## config.mk

```make
export PLATFORM = sky130hd
export DESIGN_NAME = sync_fifo_rd_stream
export DESIGN_NICKNAME = d
export VERILOG_FILES = /design/src/rtl/sync_fifo_pkg.sv /design/src/rtl/sync_fifo_rd_stream.sv
export SDC_FILE = /design/constraint.sdc
export NUM_CORES = 1
export LEC_CHECK = 0
export ABC_CLOCK_PERIOD_IN_PS = 1500
export CORE_UTILIZATION = 47
export DETAILED_ROUTE_END_ITERATION = 16
export PLACE_DENSITY = 0.87
export SYNTH_ARGS = -nofsm -noshare
export SYNTH_HDL_FRONTEND = slang
export SYNTH_SLANG_ARGS = --single-unit
```

## constraint.sdc

```tcl
create_clock -name clk -period 1.5 [get_ports clk]
set_input_delay 0.15 -clock clk [delete_from_list [all_inputs] [get_ports clk]]
set_output_delay 0.15 -clock clk [all_outputs]
set_load 0.01 [all_outputs]
```

## src/rtl/sync_fifo_pkg.sv

```systemverilog
// Shared types for the single-clock pointer FIFO and its read-side stream master.
// Occupancy encoding and output buffer depth.
package sync_fifo_pkg;

    typedef logic [1:0] occ_t;

    localparam int OUT_BUF_DEPTH = 2;

endpackage

```

## src/rtl/sync_fifo_rd_stream.sv

```systemverilog
// Read-side master for a 1-cycle-latency FIFO read port.
// Issues rd_en only when a buffer slot is guaranteed, streams words out as valid/ready.
module sync_fifo_rd_stream
    import sync_fifo_pkg::*;
#(
    parameter int DATA_WIDTH = 8
) (
    input  logic                  clk,
    input  logic                  rst_n,
    input  logic                  flush,
    input  logic                  fifo_empty,
    output logic                  fifo_rd_en,
    input  logic [DATA_WIDTH-1:0] fifo_data,
    output logic                  m_valid,
    input  logic                  m_ready,
    output logic [DATA_WIDTH-1:0] m_data,
    output occ_t                  occupancy
);

    logic [DATA_WIDTH-1:0] entry [OUT_BUF_DEPTH];
    logic                  wr_idx;
    logic                  rd_idx;
    occ_t                  count;
    logic                  rd_pending;
    logic                  pop;
    logic                  push;
    occ_t                  fill;

    assign pop  = m_valid && m_ready;
    assign push = rd_pending && !flush;
    assign fill = count + occ_t'(rd_pending);

    // A read is only issued if its word is sure to find a free slot on arrival.
    assign fifo_rd_en = !flush && !fifo_empty && ((fill - occ_t'(pop)) < 2'd2);

    assign m_valid   = (count != 2'd0);
    assign m_data    = entry[rd_idx];
    assign occupancy = count;

    always_ff @(posedge clk or negedge rst_n) begin
        if (!rst_n) begin
            rd_pending <= 1'b0;
        end else begin
            rd_pending <= fifo_rd_en;
        end
    end

    always_ff @(posedge clk or negedge rst_n) begin
        if (!rst_n) begin
            for (int i = 0; i < OUT_BUF_DEPTH; i++) begin
                entry[i] <= '0;
            end
        end else if (push) begin
            entry[wr_idx] <= fifo_data;
        end
    end

    always_ff @(posedge clk or negedge rst_n) begin
        if (!rst_n) begin
            wr_idx <= 1'b0;
            rd_idx <= 1'b0;
            count  <= 2'd0;
        end else if (flush) begin
            wr_idx <= 1'b0;
            rd_idx <= 1'b0;
            count  <= 2'd0;
        end else begin
            if (push) begin
                wr_idx <= ~wr_idx;
            end
            if (pop) begin
                rd_idx <= ~rd_idx;
            end
            if (push && !pop) begin
                count <= count + 2'd1;
            end else if (pop && !push) begin
                count <= count - 2'd1;
            end
        end
    end

    a_no_overflow : assert property (
        @(posedge clk) disable iff (!rst_n)
        !(push && (count == 2'd2) && !pop)
    );

    a_rd_not_empty : assert property (
        @(posedge clk) disable iff (!rst_n)
        fifo_rd_en |-> !fifo_empty
    );

    a_hold_stable : assert property (
        @(posedge clk) disable iff (!rst_n)
        (m_valid && !m_ready && !flush) |=> $stable(m_data)
    );

endmodule

```

# Word level (Yosys, flattened, before mapping)
# Index checks and enable logic that the tools add are counted.
[totals]
ramBits = 0
regBits = 21
output_inout_bits = 12
latch_bits = 0
mem_bits_ro = 0
memories = 0
elab_cells = 46
[classes]
order_cmp = 4
n_mul = 0
n_reduce_logical = 15
mux = 13
div_mod_pow = 0
add_sub_neg = 4
shifts = 0
n_eq_ne = 0
bitwise = 4
[op_table]
columns = ["cell", "count"]
rows = [
  ["$mux W8", 4],
  ["$bwmux W16", 1],
  ["$demux W8 S1", 1],
  ["$logic_and A1 B1 Y1", 7],
  ["$mux W2", 3],
  ["$reduce_bool A2 Y1", 3],
  ["$ge A2 B2 Y1 const B", 2],
  ["$logic_not A1 Y1", 4],
  ["$mux W1", 4],
  ["$not A1 Y2", 2],
  ["$reduce_bool A3 Y1", 1],
  ["$add A2 B1 Y2", 1],
  ["$add A2 B1 Y2 const B", 1],
  ["$lt A2 B1 Y1 const B", 1],
  ["$lt A2 B2 Y1 const B", 1],
  ["$not A1 Y1", 2],
  ["$sub A2 B1 Y2", 1],
  ["$sub A2 B1 Y2 const B", 1],
]

# Logic depth before layout (Yosys ltp)
[depth]
depth_word = 7
mapped_depth = 3

# Worst setup path after synthesis
# OpenSTA, ideal clock, no wires.
[synth_path]
path_type = "reg2out"
start = "register rd_pending"
end = "output port fifo_rd_en"
t_arrival_ns = 1.020
setup_slack_ns = 0.330
path_stages_with_launch = 4
cell_sequence = "dfrtp_1 > nor2b_1 > mux2i_1 > o21a_1"
[synth_via]
elab_chain_len = 4
[synth_lines]
columns = ["item", "line_no", "source"]
rows = [
  ["start, declared", "sync_fifo_rd_stream.sv:24", "logic rd_pending;"],
  ["start signal, assigned", "sync_fifo_rd_stream.sv:44", "rd_pending <= fifo_rd_en;"],
  ["$add A2 B1 Y2", "sync_fifo_rd_stream.sv:31", "assign fill = count + occ_t'(rd_pending);"],
  ["$sub A2 B1 Y2", "sync_fifo_rd_stream.sv:34", "assign fifo_rd_en = !flush && !fifo_empty && ((fill - occ_t'(pop)) < 2'd2);"],
  ["$lt A2 B2 Y1", "sync_fifo_rd_stream.sv:34", ""],
  ["$logic_and A1 B1 Y1", "sync_fifo_rd_stream.sv:34", ""],
  ["end, declared", "sync_fifo_rd_stream.sv:12", "output logic fifo_rd_en,"],
]
# Every way passes these cells.

# Final worst setup path
# Same ends and word-level chain as after synthesis.

==> results.toml <==
[synth]
synth_cell_types = 18
post-synth-top-area-fraction = 0.545
yosys.area.top_type = "sky130_fd_sc_hd__dfrtp_1"
post_synth_main_area_contributors = "sky130_fd_sc_hd__dfrtp_1 (55%), sky130_fd_sc_hd__mux2_2 (28%), sky130_fd_sc_hd__mux2i_1 (3.1%)"
synth-warning-count = 0
number_of_nets_produced_by_synthesis = 80
syn-mean-instance-area_sq_um = 14.4
synth_seq_cells = 21
yosysSeqAreaShare = 0.545
post_synthesis_instance_area_sq_um = 963
synthesis.instances = 67

[global_routing]
maximum_number_of_pins_on_one_net_before_global_route_repair = 22
globalRoute.totalOverflow = 0
grt_busiest_layer = "met2"
gr-usage-all-layers = 0.210
met2_demand_to_capacity_share_in_global_routing = 0.351
grtUsageMet3 = 0.0577
wire_length_of_the_first_global_routing_pass_microns = 3040
grt_pass1_vias = 666
groute.layer.met1.usage = 0.246
grt_antenna_before_repair = 0

[power_and_ir_drop]
netSwitchingPower_mw = 0.401
switching_share = 0.271
peakVddDrop_uv = 773
power.combinational.fraction = 0.307
power_density_nw_per_um2 = 1070
sequential_fraction_of_design_power = 0.510
fin_total_pwr_mw = 1.48
leakage_nw = 0.667
share_clk_of_total_power = 0.183
power.internal_mw = 1.08

[setup_path]
timing.critical_path.from_type = "register"
worst-endpoint-arrival_ps = 1380
timing.critical_path.fanout_max = 3
crit_type = "register to output pin"
critical_path.endpoint_type = "output pin"
critical_path_required_ps = 1350

[placed_design]
place.gp.congestion = 0.732
hpwlAfterDp_microns = 1450
portBuffers = 24

[final_layout]
antenna_cells_inserted = 0
area_delta_synth_final_pct = 43.8
layout-drive-gt1-share = 0.550
nNetsFinal = 123

[drt]
route.detailed.drc = 0
drt-wirelength-per-cell_microns = 15.0
drt_iter0_drc = 1
postRouteWirelength_microns = 2040
avgViaCountPerCell = 5.10
via_count = 694
ant_nets = 0
drtPass1Iterations = 2

[floorplanning]
core_area_sq_um = 1940
x_dimension_of_the_die_microns = 47.3
rows = 16
die_area_sq_um = 2230
ioPinCount = 25
die_h_microns = 47.3
initial_core_util = 0.496

[timing]
finalWorstSetupSlack_ps = -25.5
number_of_hold_slack_violations_in_the_final_timing_report = 0
setup_viol = 1
max_clock_freq_mhz = 656
finalCritPeriodShare = 1.02
finalClockSkew_ps = 2.89
timing.final.crit_period_ps = 1530
worstMarginPinSlew_ps = 297
setup_total_negative_slack_ps = -25.5
setup_repair_after_global_routing_missed_its_margin = "true"
maxSlewViolCount = 0
slew_hr = 0.802

[clock_tree]
clock_slew_at_the_register_clock_pins_of_the_worst_setup_and_hold_paths_ps = 120
cts_htree_levels = 1
cts_inserted_buffers = 3
cts.hold.buffers_added = 0
cts_root_buf = "sky130_fd_sc_hd__clkbuf_4"
insertion_delay_ps = 300
clock_sink_count = 21
cts_tree = "yes"
clock_tree.buffer_depth = 2

[run_status]
violations = "setup timing"
outcome = "finished with violations"

[worst_hold_path]
hold_class = "input port to async pin"

[run]
drv_cap = 0
## worst max-delay path: stages, from the launching register on
cell,delay (ps)
sky130_fd_sc_hd__dfrtp_1,420
sky130_fd_sc_hd__nand2b_1,180
sky130_fd_sc_hd__a21oi_2,170
sky130_fd_sc_hd__o21a_1,160
sky130_fd_sc_hd__buf_2,130
## power by group through the flow
stage	clock (mW)	sequential (mW)	combinational, mW
5_1_grt	0.312	0.771	0.490
6_report	0.271	0.754	0.454
4_1_cts	0.287	0.752	0.396
2_1_floorplan	0	0.745	0.230
3_3_place_gp	0	0.754	0.426
3_5_place_dp	0	0.763	0.443
## layout make-up
| cell class | count | area [sq um] |
|---|---|---|
| well taps | 27 | 33.8 |
| fillers | 154 | 557 |
| clock inverters | 1 | 5.00 |
| clock buffers | 3 | 22.5 |
| repair buffers | 39 | 347 |
| flip-flops and latches | 21 | 526 |
| multi-input cells | 45 | 452 |
## kinds of logic (layout without fill, tap and decap cells)
kind of cell              after synthesis  in the layout  share of synthesized area
DFF                                    21             21                      0.545
AOI/OAI and AO/OA                       3              3                     0.0182
buffers and inverters                   1             43                    0.00519
muxes                                  27             27                      0.312
xor gates and xnor gates                2              2                     0.0182
and+or+nand+nor                        13             13                      0.101
## Yosys cell counts (all sizes together)
cell type,instances
a21oi,1
buf,1
dfrtp,21
mux2,24
mux2i,3
nand2,2
nand2b,2
nand3b,1
nor2,4
nor2b,1
nor3,1
o21a,1
o21ai,1
or2,2
xnor2,1
xor2,1
## state kept, by name, indices dropped and copies added (netlist names)
| name | flops |
|---|---|
| entry | 16 |
| rd_pending | 1 |
| wr_idx | 1 |
| occupancy | 2 |
| rd_idx | 1 |
## cell usage in the layout (no fill, tap or decap)
cell / count
sky130_fd_sc_hd__a21oi_2: 1
sky130_fd_sc_hd__buf_2: 5
sky130_fd_sc_hd__buf_4: 12
sky130_fd_sc_hd__buf_6: 8
sky130_fd_sc_hd__clkbuf_4: 3
sky130_fd_sc_hd__clkdlybuf4s50_1: 12
sky130_fd_sc_hd__clkinv_2: 1
sky130_fd_sc_hd__dfrtp_1: 21
sky130_fd_sc_hd__dlygate4sd2_1: 1
sky130_fd_sc_hd__dlymetal6s2s_1: 1
sky130_fd_sc_hd__mux2_2: 22
sky130_fd_sc_hd__mux2_4: 2
sky130_fd_sc_hd__mux2i_1: 3
sky130_fd_sc_hd__nand2_1: 2
sky130_fd_sc_hd__nand2b_1: 1
sky130_fd_sc_hd__nand2b_2: 1
sky130_fd_sc_hd__nand3b_4: 1
sky130_fd_sc_hd__nor2_1: 3
sky130_fd_sc_hd__nor2_8: 1
sky130_fd_sc_hd__nor2b_4: 1
sky130_fd_sc_hd__nor3_1: 1
sky130_fd_sc_hd__o21a_1: 1
sky130_fd_sc_hd__o21ai_0: 1
sky130_fd_sc_hd__or2_2: 2
sky130_fd_sc_hd__xnor2_1: 1
sky130_fd_sc_hd__xor2_1: 1
## what timing repair did
item | in CTS | in global routing
setup endpoints to repair | 11 | 5
gates resized for setup | 45 | 10
setup buffers | 3 | 1
pin swaps | 1 | 1
## final timing paths
path	from	slack, ps	depth (start not counted)	endpoint
setup / recovery	rd_pending$_DFF_PN0_	-30	4	fifo_rd_en
hold / removal	rst_n	180	2	entry[11]$_DFFE_PN0P_
setup reg to reg	rd_pending$_DFF_PN0_	100	5	entry[15]$_DFFE_PN0P_
hold reg to reg	entry[6]$_DFFE_PN0P_	520	1	entry[6]$_DFFE_PN0P_
max in group asynchronous	rst_n	1110	2	occupancy[1]$_DFFE_PN0P_
min in group clk	fifo_data[3]	480	2	entry[3]$_DFFE_PN0P_
## metal layers
| metal | up-vias | share of wire |
|---|---|---|
| met5 | - | 0 |
| met4 | 0 | 0.015 |
| met3 | 4 | 0.040 |
| met2 | 18 | 0.55 |
| met1 | 351 | 0.40 |
| li1 | 321 | - |
## through the flow
stage	utilization	cells	instance area, sq um	worst slack, ps	hold slack [ps]
global placement	0.677	128	1320	-291	484
finish	0.713	136	1390	-25.5	177
global route	0.713	136	1390	-112	170
detailed placement	0.677	128	1320	-369	491
CTS	0.684	135	1330	-56.1	169
floorplan	-	67	963	330	-146
Note: power is estimated with default switching activity, not from simulation.
